File: src/rtl/fb_arbiter_if.sv
// Frame-buffer arbiter bus: write-request port and frame-buffer port.
// slave = arbiter side, master = requester/memory side.
interface fb_arbiter_if #(
    parameter int DW = 15
);
    logic          wr_req;
    logic [DW-1:0] wr_addr;
    logic [11:0]   wr_data;
    logic          wr_ack;
    logic          mem_en;
    logic          mem_we;
    logic [DW-1:0] mem_addr;
    logic [11:0]   mem_wdata;
    logic [11:0]   mem_rdata;

    modport slave (
        input  wr_req, wr_addr, wr_data, mem_rdata,
        output wr_ack, mem_en, mem_we, mem_addr, mem_wdata
    );

    modport master (
        output wr_req, wr_addr, wr_data, mem_rdata,
        input  wr_ack, mem_en, mem_we, mem_addr, mem_wdata
    );
endinterface

File: src/rtl/fb_arbiter.sv
// Frame-buffer arbiter: scaled display reads have priority,
// writes fill the free cycles, one grant every other cycle.
module fb_arbiter #(
    parameter int DW    = 15,
    parameter int H_SRC = 200,
    parameter int V_SRC = 150,
    parameter int SCALE = 4
) (
    input  logic        pclk,
    input  logic        rst,
    input  logic        hen,
    input  logic        ven,
    fb_arbiter_if.slave bus,
    output logic [11:0] rgb
);
    localparam int SW = $clog2(SCALE);
    localparam int CW = $clog2(H_SRC);
    localparam int RW = $clog2(V_SRC);
    localparam logic [DW:0] NPIX = (DW + 1)'(H_SRC * V_SRC);

    logic [SW-1:0] sx;
    logic [SW-1:0] sy;
    logic [CW-1:0] col;
    logic [RW-1:0] row;
    logic          hen_d;
    logic          disp;
    logic          slot;
    logic          grant;
    logic          in_range;
    logic [DW-1:0] raddr;
    logic [1:0]    slot_d;
    logic [2:0]    disp_d;
    logic [11:0]   pix;

    assign disp     = hen & ven;
    assign slot     = disp && (sx == '0);
    assign raddr    = DW'(row) * DW'(H_SRC) + DW'(col);
    assign grant    = !slot && bus.wr_req && !bus.wr_ack;
    assign in_range = {1'b0, bus.wr_addr} < NPIX;
    assign rgb      = disp_d[2] ? pix : 12'h000;

    // scan position: pixel/column along the line, line/row on hen fall
    always_ff @(posedge pclk or posedge rst) begin
        if (rst) begin
            hen_d <= 1'b0;
            sx    <= '0;
            col   <= '0;
            sy    <= '0;
            row   <= '0;
        end else begin
            hen_d <= hen;
            if (!ven) begin
                sx  <= '0;
                col <= '0;
                sy  <= '0;
                row <= '0;
            end else if (hen_d && !hen) begin
                sx  <= '0;
                col <= '0;
                if (sy == SW'(SCALE - 1)) begin
                    sy  <= '0;
                    row <= (row == RW'(V_SRC - 1)) ? '0 : row + 1'b1;
                end else begin
                    sy <= sy + 1'b1;
                end
            end else if (disp) begin
                if (sx == SW'(SCALE - 1)) begin
                    sx  <= '0;
                    col <= (col == CW'(H_SRC - 1)) ? '0 : col + 1'b1;
                end else begin
                    sx <= sx + 1'b1;
                end
            end
        end
    end

    // registered arbitration: read slot first, else a non-repeated write
    always_ff @(posedge pclk or posedge rst) begin
        if (rst) begin
            bus.wr_ack    <= 1'b0;
            bus.mem_en    <= 1'b0;
            bus.mem_we    <= 1'b0;
            bus.mem_addr  <= '0;
            bus.mem_wdata <= '0;
        end else if (slot) begin
            bus.wr_ack   <= 1'b0;
            bus.mem_en   <= 1'b1;
            bus.mem_we   <= 1'b0;
            bus.mem_addr <= raddr;
        end else if (grant) begin
            bus.wr_ack    <= 1'b1;
            bus.mem_en    <= in_range;
            bus.mem_we    <= in_range;
            bus.mem_addr  <= bus.wr_addr;
            bus.mem_wdata <= bus.wr_data;
        end else begin
            bus.wr_ack <= 1'b0;
            bus.mem_en <= 1'b0;
            bus.mem_we <= 1'b0;
        end
    end

    // pixel pipeline: capture read data, blank via delayed display flag
    always_ff @(posedge pclk or posedge rst) begin
        if (rst) begin
            slot_d <= '0;
            disp_d <= '0;
            pix    <= '0;
        end else begin
            slot_d <= {slot_d[0], slot};
            disp_d <= {disp_d[1:0], disp};
            if (slot_d[1]) begin
                pix <= bus.mem_rdata;
            end
        end
    end
endmodule

File: src/flat_wrapper.sv
// flat-port wrapper written by rule: the top's interface ports become plain ports
module fb_arbiter_flat 
#(
    parameter int DW    = 15,
    parameter int H_SRC = 200,
    parameter int V_SRC = 150,
    parameter int SCALE = 4
)
  (pclk, rst, hen, ven, rgb, bus_wr_req, bus_wr_addr, bus_wr_data, bus_mem_rdata, bus_wr_ack, bus_mem_en, bus_mem_we, bus_mem_addr, bus_mem_wdata);
  fb_arbiter_if #(.DW(DW)) bus_i ();
  input  logic pclk;
  input  logic rst;
  input  logic hen;
  input  logic ven;
  output logic [11:0] rgb;
  input wire logic [$bits(bus_i.wr_req)-1:0] bus_wr_req;
  input wire logic [$bits(bus_i.wr_addr)-1:0] bus_wr_addr;
  input wire logic [$bits(bus_i.wr_data)-1:0] bus_wr_data;
  input wire logic [$bits(bus_i.mem_rdata)-1:0] bus_mem_rdata;
  output wire logic [$bits(bus_i.wr_ack)-1:0] bus_wr_ack;
  output wire logic [$bits(bus_i.mem_en)-1:0] bus_mem_en;
  output wire logic [$bits(bus_i.mem_we)-1:0] bus_mem_we;
  output wire logic [$bits(bus_i.mem_addr)-1:0] bus_mem_addr;
  output wire logic [$bits(bus_i.mem_wdata)-1:0] bus_mem_wdata;
  assign bus_i.wr_req = bus_wr_req;
  assign bus_i.wr_addr = bus_wr_addr;
  assign bus_i.wr_data = bus_wr_data;
  assign bus_i.mem_rdata = bus_mem_rdata;
  assign bus_wr_ack = bus_i.wr_ack;
  assign bus_mem_en = bus_i.mem_en;
  assign bus_mem_we = bus_i.mem_we;
  assign bus_mem_addr = bus_i.mem_addr;
  assign bus_mem_wdata = bus_i.mem_wdata;
  fb_arbiter #(.DW(DW), .H_SRC(H_SRC), .V_SRC(V_SRC), .SCALE(SCALE)) u_core (.pclk(pclk), .rst(rst), .hen(hen), .ven(ven), .bus(bus_i), .rgb(rgb));
endmodule
File: config.mk
export PLATFORM = sky130hd
export DESIGN_NAME = fb_arbiter_flat
export DESIGN_NICKNAME = d
export VERILOG_FILES = /design/src/rtl/fb_arbiter_if.sv /design/src/rtl/fb_arbiter.sv /design/src/flat_wrapper.sv
export SDC_FILE = /design/constraint.sdc
export NUM_CORES = 1
export LEC_CHECK = 0
export BUFFER_PORTS_ARGS = -buffer_cell sky130_fd_sc_hd__buf_2
export CORE_UTILIZATION = 23
export DETAILED_ROUTE_END_ITERATION = 10
export GPL_TIMING_DRIVEN = 0
export HOLD_SLACK_MARGIN = 0.05
export SKIP_LAST_GASP = 1
export SYNTH_ARGS = -nofsm -noshare
export SYNTH_HDL_FRONTEND = slang
export SYNTH_SLANG_ARGS = --single-unit
File: constraint.sdc
create_clock -name pclk -period 3.8 [get_ports pclk]
set_input_delay 0 -clock pclk [delete_from_list [all_inputs] [get_ports pclk]]
set_output_delay 0 -clock pclk [all_outputs]
set_load 0.03 [all_outputs]
# == Word level (Yosys, flattened, before mapping) ==
# Cells that the tools add are included.
# totals
reg_bits,68
latchBits,0
ramBits,0
romBits,0
in_bits,44
out_inout_bits,42
elab_cells,66
mem_count,0
# op_classes
n_addsub,5
n_mul,1
n_div,0
n_lt_le_gt_ge,1
n_eq_ne,8
n_shift,0
n_mux,24
bitwise,2
n_reduce_logical,12
# op_table
op,count
two-way mux 8 bit,9
two-way mux 15 bit,2
"adder 8 x 1 -> 8 bit, second input constant",2
"equality test 8 bit, second input constant",2
adder 15 x 8 -> 15 bit,1
"< comparator 15 bit, second input constant",1
two-way mux 2 bit,7
"multiplier 8 x 5 -> 12 bit, second input constant",1
two-way mux 12 bit,1
"!= test 3 x 1 -> 1 bit, second input constant",2
AND reduction 2 bit,3
two-way mux 1 bit,5
"adder 2 x 1 -> 2 bit, second input constant",2
"equality test 2 bit, second input constant",2
logical AND 1 bit,4
"!= test 2 x 1 -> 1 bit, second input constant",2
logical NOT 1 bit,3
logical NOT 2 bit,1
nonzero test 2 bit,1
AND 1 bit,1
inverter 1 bit,1

# == Longest topological paths before layout ==
# depth
word_depth,7
depth_mapped,15
ltp_nobuf,15

# == Least setup slack after synthesis ==
# No wires, ideal clock.
# synth_path
kind,register -> register
start,register u_core.row[3]
end,register u_core.bus.mem_addr[14]
setup_ps,78
arrival_time_ps,3180
t_required_ps,3722
slack_ps,542
path_stages_with_launch,14
n_path_buf,0
period_less_slack_ps,3258
path_cell_list,dfrtp_1 inv_1 ha_1 inv_1 ha_1 fa_1 ha_1 xnor2_1 nand2b_1 nor3_2 nand2_1 nor4_4 xnor3_1 o21ai_1
# synth_between
elab_chain_len,3
# synth_rtl
item,line_no,rtl
"start, declared",fb_arbiter.sv:24,logic [RW-1:0] row;
"start signal, assigned",fb_arbiter.sv:62,row <= (row == RW'(V_SRC - 1)) ? '0 : row + 1'b1;
multiplier 8 x 5 -> 12 bit,fb_arbiter.sv:37,assign raddr = DW'(row) * DW'(H_SRC) + DW'(col);
adder 15 x 8 -> 15 bit,fb_arbiter.sv:37,
two-way mux 15 bit,fb_arbiter.sv:85,end else if (slot) begin
"end signal, assigned",fb_arbiter.sv:89,bus.mem_addr <= raddr;
"end signal, assigned",fb_arbiter.sv:94,bus.mem_addr <= bus.wr_addr;
"end, declared",fb_arbiter_if.sv:18,"output wr_ack, mem_en, mem_we, mem_addr, mem_wdata"
# No other way between the ends.
# A chain may end at the register's enable or synchronous reset.

# == Worst setup path after layout ==
# Same ends and word-level chain as after synthesis.

==> results.txt <==
- Along the worst path, the maximum fanout reaches 7.
* Cells taking the most area after synthesis: sky130_fd_sc_hd__dfrtp_1, sky130_fd_sc_hd__ha_1, sky130_fd_sc_hd__nand2_1
- TritonCTS built the clock tree.
- The die covers 17890 sq um.
* Violation count after the first detailed-routing iteration: 94
* Last weighted congestion value of the routability-driven placer: 0.7641
- In the global route stage, overall resource usage came out at 10.58%.
- Setup Fix Bufs, Post-CTS: 0
* Effective utilization at floorplan: 23.81%
- The number of failing hold endpoints at the final stage is 0.
- Clock-pin transition on the worst setup and hold timing paths: 60 ps
- Traced cell by cell, the critical path runs through inv_1 > ha_1 > inv_1 > ha_1 > fa_1 > ha_1 > nand2b_1 > a21oi_1 > xor2_1 > nand2_1 > nor4_4 > xnor3_1 > o21ai_1.
- The worst setup path is of the reg -> reg kind.
- The worst setup path is captured at a flop.
- For the finished layout, the period the worst path requires is 3568 ps.
- In this run the power density over the cells is 388.2 nW/um^2.
- Yosys mapped a number of flops with a built-in enable equal to 0.
* Clock net sink count: 68
- Total nets after synthesis: 492
- Max Transition Viols Final: 0
- Run status: finished clean
- Boundary pin count: 86
* Post-Synthesis Cell Area: 3991 sq um
* Post-Route WL: 9018 um
* Most used cell along the critical path: sky130_fd_sc_hd__ha_1
- DP Wirelength: 6742 um
- Most used flip-flop cell after synthesis: sky130_fd_sc_hd__dfrtp_1
- Congestion Overflow GR: 0
- FF+latch count, synth: 68
* Ant. Diodes: 0
- Synthesis instantiated 50 different standard cells from the library.
- For hold timing, the worst endpoint is u_core.sy[1]$_DFFE_PP0P_.
- Headroom to the max-slew limit came out at 30.48%.
- Achievable frequency: 280.3 MHz
- Setup violations remaining at the end of the flow were counted as 0.
* WP buf/inv: 2
- Max incr delay on CP: 470 ps
- Master cell of the clock root buffer: sky130_fd_sc_hd__clkbuf_16
- The setup check on the worst reg-to-reg path leaves a slack of 230 ps.
- In this run the remaining antenna-violating nets after routing total 0.
* Hold Crit Start: ven
- H-tree depth reported by CTS: 3
- Data on the critical path is required at its endpoint by 4060 ps.
- Global-route wire length before repair: 14910 um
- Number of rows in the core area: 47
- After synthesis, the largest area contributor takes up 42.63% of total cell area.
- The largest individual stage delay along the critical path comes from the cell sky130_fd_sc_hd__dfrtp_1.
- CTS Buffer Depth: 2
- The startpoint identified for the worst register-to-register timing path is u_core.row[3]$_DFFE_PP0P_.
* Fin Setup TNS: 0 ps
* Placed Area: 4690 sq um
- Number of cells on the worst hold path: 3
* Ratio of routed vias to standard cells: 4.265
* Worst-skew pair later-pin latency: 330 ps
- For this design the static power due to leakage is 2.737 nW.
- In the final routed layout, each cell accounts on average for 11.76 um.
- Worst vdd rail ir drop: 0.1902 mV
* Final setup skew: 5.552 ps
* Min-delay worst type: in -> reg
* Cell count after synthesis: 405
- In this design, the largest share of critical-path delay is due to adder cells.
- Count of maximum capacitance violations: 0
- Vias post-DR: 3271
- In the final layout, the share of cells above drive strength 1 is 23.58%.
- STA classifies the critical path startpoint as a flop.
* Number of buffers created by CTS: 9
* Count of warnings emitted by yosys: 0
* Period utilisation layout: 93.88%
- Across all hold checks on the routed design, the worst slack comes to 67.15 ps.
* Setup repair after global routing missed its margin: no
* Die Wd: 133.7 um
* Design area: 5423 sq um
- In this run the vertical extent of the chip is 133.7 um.
* Pin count of the biggest net entering global routing: 69
* FILL cells: 1696
- Signal arrival time at the worst endpoint: 3820 ps
- Number of port buffers: 84
* Antenna violations before repair: 0
* Core occupancy in the finished layout: 32.36%
- The synthesized design spends more area on one cell type than any other, namely sky130_fd_sc_hd__dfrtp_1.
* Number of nets in the layout: 629
- After layout, the design draws a total of 2.105 mW.
- Counting cells, the worst reg-to-reg path comes to 13.
- Summing the sequential cell areas from Yosys gives 42.63% of the chip area.
* Area of the core: 16760 sq um
- At the pin with the least slew margin, the transition time is 1029 ps.
- DRC: 0
- The via count of the first global-routing pass was 3115.
- In the synthesized netlist the async set-or-reset flop fraction comes to 100.0%.
* Syn avg cell area: 9.855 sq um
- DR pass1 iterations: 4
- Signed area change from the synthesized netlist to the final layout: 35.86%
- End of the worst register-to-register path: u_core.bus.mem_addr[14]$_DFFE_PP0P_
-- power breakdown --
part           internal [mW]  leakage, nW  switching, mW
combinational          0.160         1.72          0.257
clock                  0.524        0.144          0.312
sequential             0.810        0.868         0.0416
-- flip-flops by register name (all words and copies together), names as in the netlist --
name / cells
u_core.disp_d: 3
u_core.bus.wr_ack: 1
u_core.sx: 2
u_core.col: 8
u_core.bus.mem_wdata: 12
u_core.hen_d: 1
u_core.bus.mem_we: 1
u_core.sy: 2
u_core.row: 8
u_core.pix: 12
u_core.bus.mem_addr: 15
u_core.bus.mem_en: 1
u_core.slot_d: 2
-- worst min-delay path, cell delays in order --
cell,delay (ps)
sky130_fd_sc_hd__clkbuf_1,190
sky130_fd_sc_hd__nand2_1,100
sky130_fd_sc_hd__o21ai_0,60
-- Yosys cell counts, types with 2 or more instances --
| master | count |
|---|---|
| sky130_fd_sc_hd__inv_1 | 23 |
| sky130_fd_sc_hd__nand4_1 | 3 |
| sky130_fd_sc_hd__inv_2 | 2 |
| sky130_fd_sc_hd__fa_1 | 4 |
| sky130_fd_sc_hd__o21ai_1 | 8 |
| sky130_fd_sc_hd__and2_1 | 14 |
| sky130_fd_sc_hd__a211oi_1 | 2 |
| sky130_fd_sc_hd__a21oi_1 | 13 |
| sky130_fd_sc_hd__or2_1 | 3 |
| sky130_fd_sc_hd__nor2b_1 | 5 |
| sky130_fd_sc_hd__or3_1 | 2 |
| sky130_fd_sc_hd__nand3_1 | 7 |
| sky130_fd_sc_hd__xnor2_1 | 6 |
| sky130_fd_sc_hd__nor3_1 | 7 |
| sky130_fd_sc_hd__and3_1 | 4 |
| sky130_fd_sc_hd__clkbuf_1 | 10 |
| sky130_fd_sc_hd__xor2_1 | 8 |
| sky130_fd_sc_hd__a211o_1 | 2 |
| sky130_fd_sc_hd__mux2i_1 | 11 |
| sky130_fd_sc_hd__mux2_2 | 16 |
| sky130_fd_sc_hd__nand2_1 | 71 |
| sky130_fd_sc_hd__nor2_1 | 13 |
| sky130_fd_sc_hd__ha_1 | 39 |
| sky130_fd_sc_hd__o21ai_0 | 31 |
| sky130_fd_sc_hd__dfrtp_1 | 68 |
| sky130_fd_sc_hd__a21o_1 | 3 |
| sky130_fd_sc_hd__nand2b_1 | 7 |
-- placed cells by master, fill, tap and decap left out, types with 13 or more instances in the layout --
master | synthesis | final
sky130_fd_sc_hd__a21oi_1 | 13 | 13
sky130_fd_sc_hd__ha_1 | 39 | 38
sky130_fd_sc_hd__dfrtp_1 | 68 | 68
sky130_fd_sc_hd__o21ai_0 | 31 | 31
sky130_fd_sc_hd__nor2_1 | 13 | 13
sky130_fd_sc_hd__buf_2 | 1 | 85
sky130_fd_sc_hd__mux2_2 | 16 | 16
sky130_fd_sc_hd__inv_1 | 23 | 22
sky130_fd_sc_hd__and2_1 | 14 | 14
sky130_fd_sc_hd__nand2_1 | 71 | 71
sky130_fd_sc_hd__dlygate4sd3_1 | 0 | 42
-- how the worst max path moves through the flow --
stage,from,end,slack (ps),cells past startpoint
2_1_floorplan,u_core.row[3]$_DFFE_PP0P_,u_core.bus.mem_addr[14]$_DFFE_PP0P_,540,13
5_1_grt,u_core.row[3]$_DFFE_PP0P_,u_core.bus.mem_addr[14]$_DFFE_PP0P_,7,12
6_report,u_core.row[3]$_DFFE_PP0P_,u_core.bus.mem_addr[14]$_DFFE_PP0P_,230,13
3_3_place_gp,u_core.row[0]$_DFFE_PP0P_,u_core.bus.mem_addr[14]$_DFFE_PP0P_,260,12
3_5_place_dp,u_core.row[3]$_DFFE_PP0P_,u_core.bus.mem_addr[14]$_DFFE_PP0P_,250,13
4_1_cts,u_core.row[3]$_DFFE_PP0P_,u_core.bus.mem_addr[14]$_DFFE_PP0P_,190,13
-- per-stage QoR --
| stage | setup slack (ps) | cells |
|---|---|---|
| floorplan | 542.3 | 405 |
| global placement | 256.8 | 709 |
| detailed placement | 254.2 | 709 |
| CTS | 191.7 | 767 |
| global route | 6.938 | 767 |
| finish | 232.5 | 767 |
-- layer usage --
metal  vias to the layer above  global-route usage [%]  share of wire, %
li1                       1670                       -                 -
met1                      1513                   13.58                47
met2                        78                   16.90                47
met3                        10                   3.044               4.9
met4                         0                   3.598               1.0
met5                         -                       0                 0
-- cells by family after synthesis --
| group | count (synthesis) | share of synthesized area, % |
|---|---|---|
| flops | 68 | 42.63 |
| mux | 27 | 7.273 |
| buf+inv | 37 | 3.511 |
| compound gates | 72 | 11.29 |
| xor+xnor | 15 | 3.636 |
| simple gates | 143 | 17.43 |
| fa+ha+maj | 43 | 14.23 |
-- timing repair --
item | CTS | global route
endpoints found under the setup margin | 0 | 1
hold endpoints to repair | 109 | 0
gates resized for setup | 0 | 2
hold buffers | 42 | 0
-- final cells by class --
cell class / instances / area [sq um] / area share (%)
multi-input combinational: 300 / 2160 / 39.82
sequential: 68 / 1702 / 31.38
timing repair buffer: 126 / 840.8 / 15.51
tap: 220 / 275.3 / 5.076
clock buffer: 10 / 239.0 / 4.407
inverter: 25 / 96.34 / 1.777
clock inverter: 6 / 63.81 / 1.177
buffer: 12 / 46.29 / 0.8537
Power figures use the tool's default switching activity.
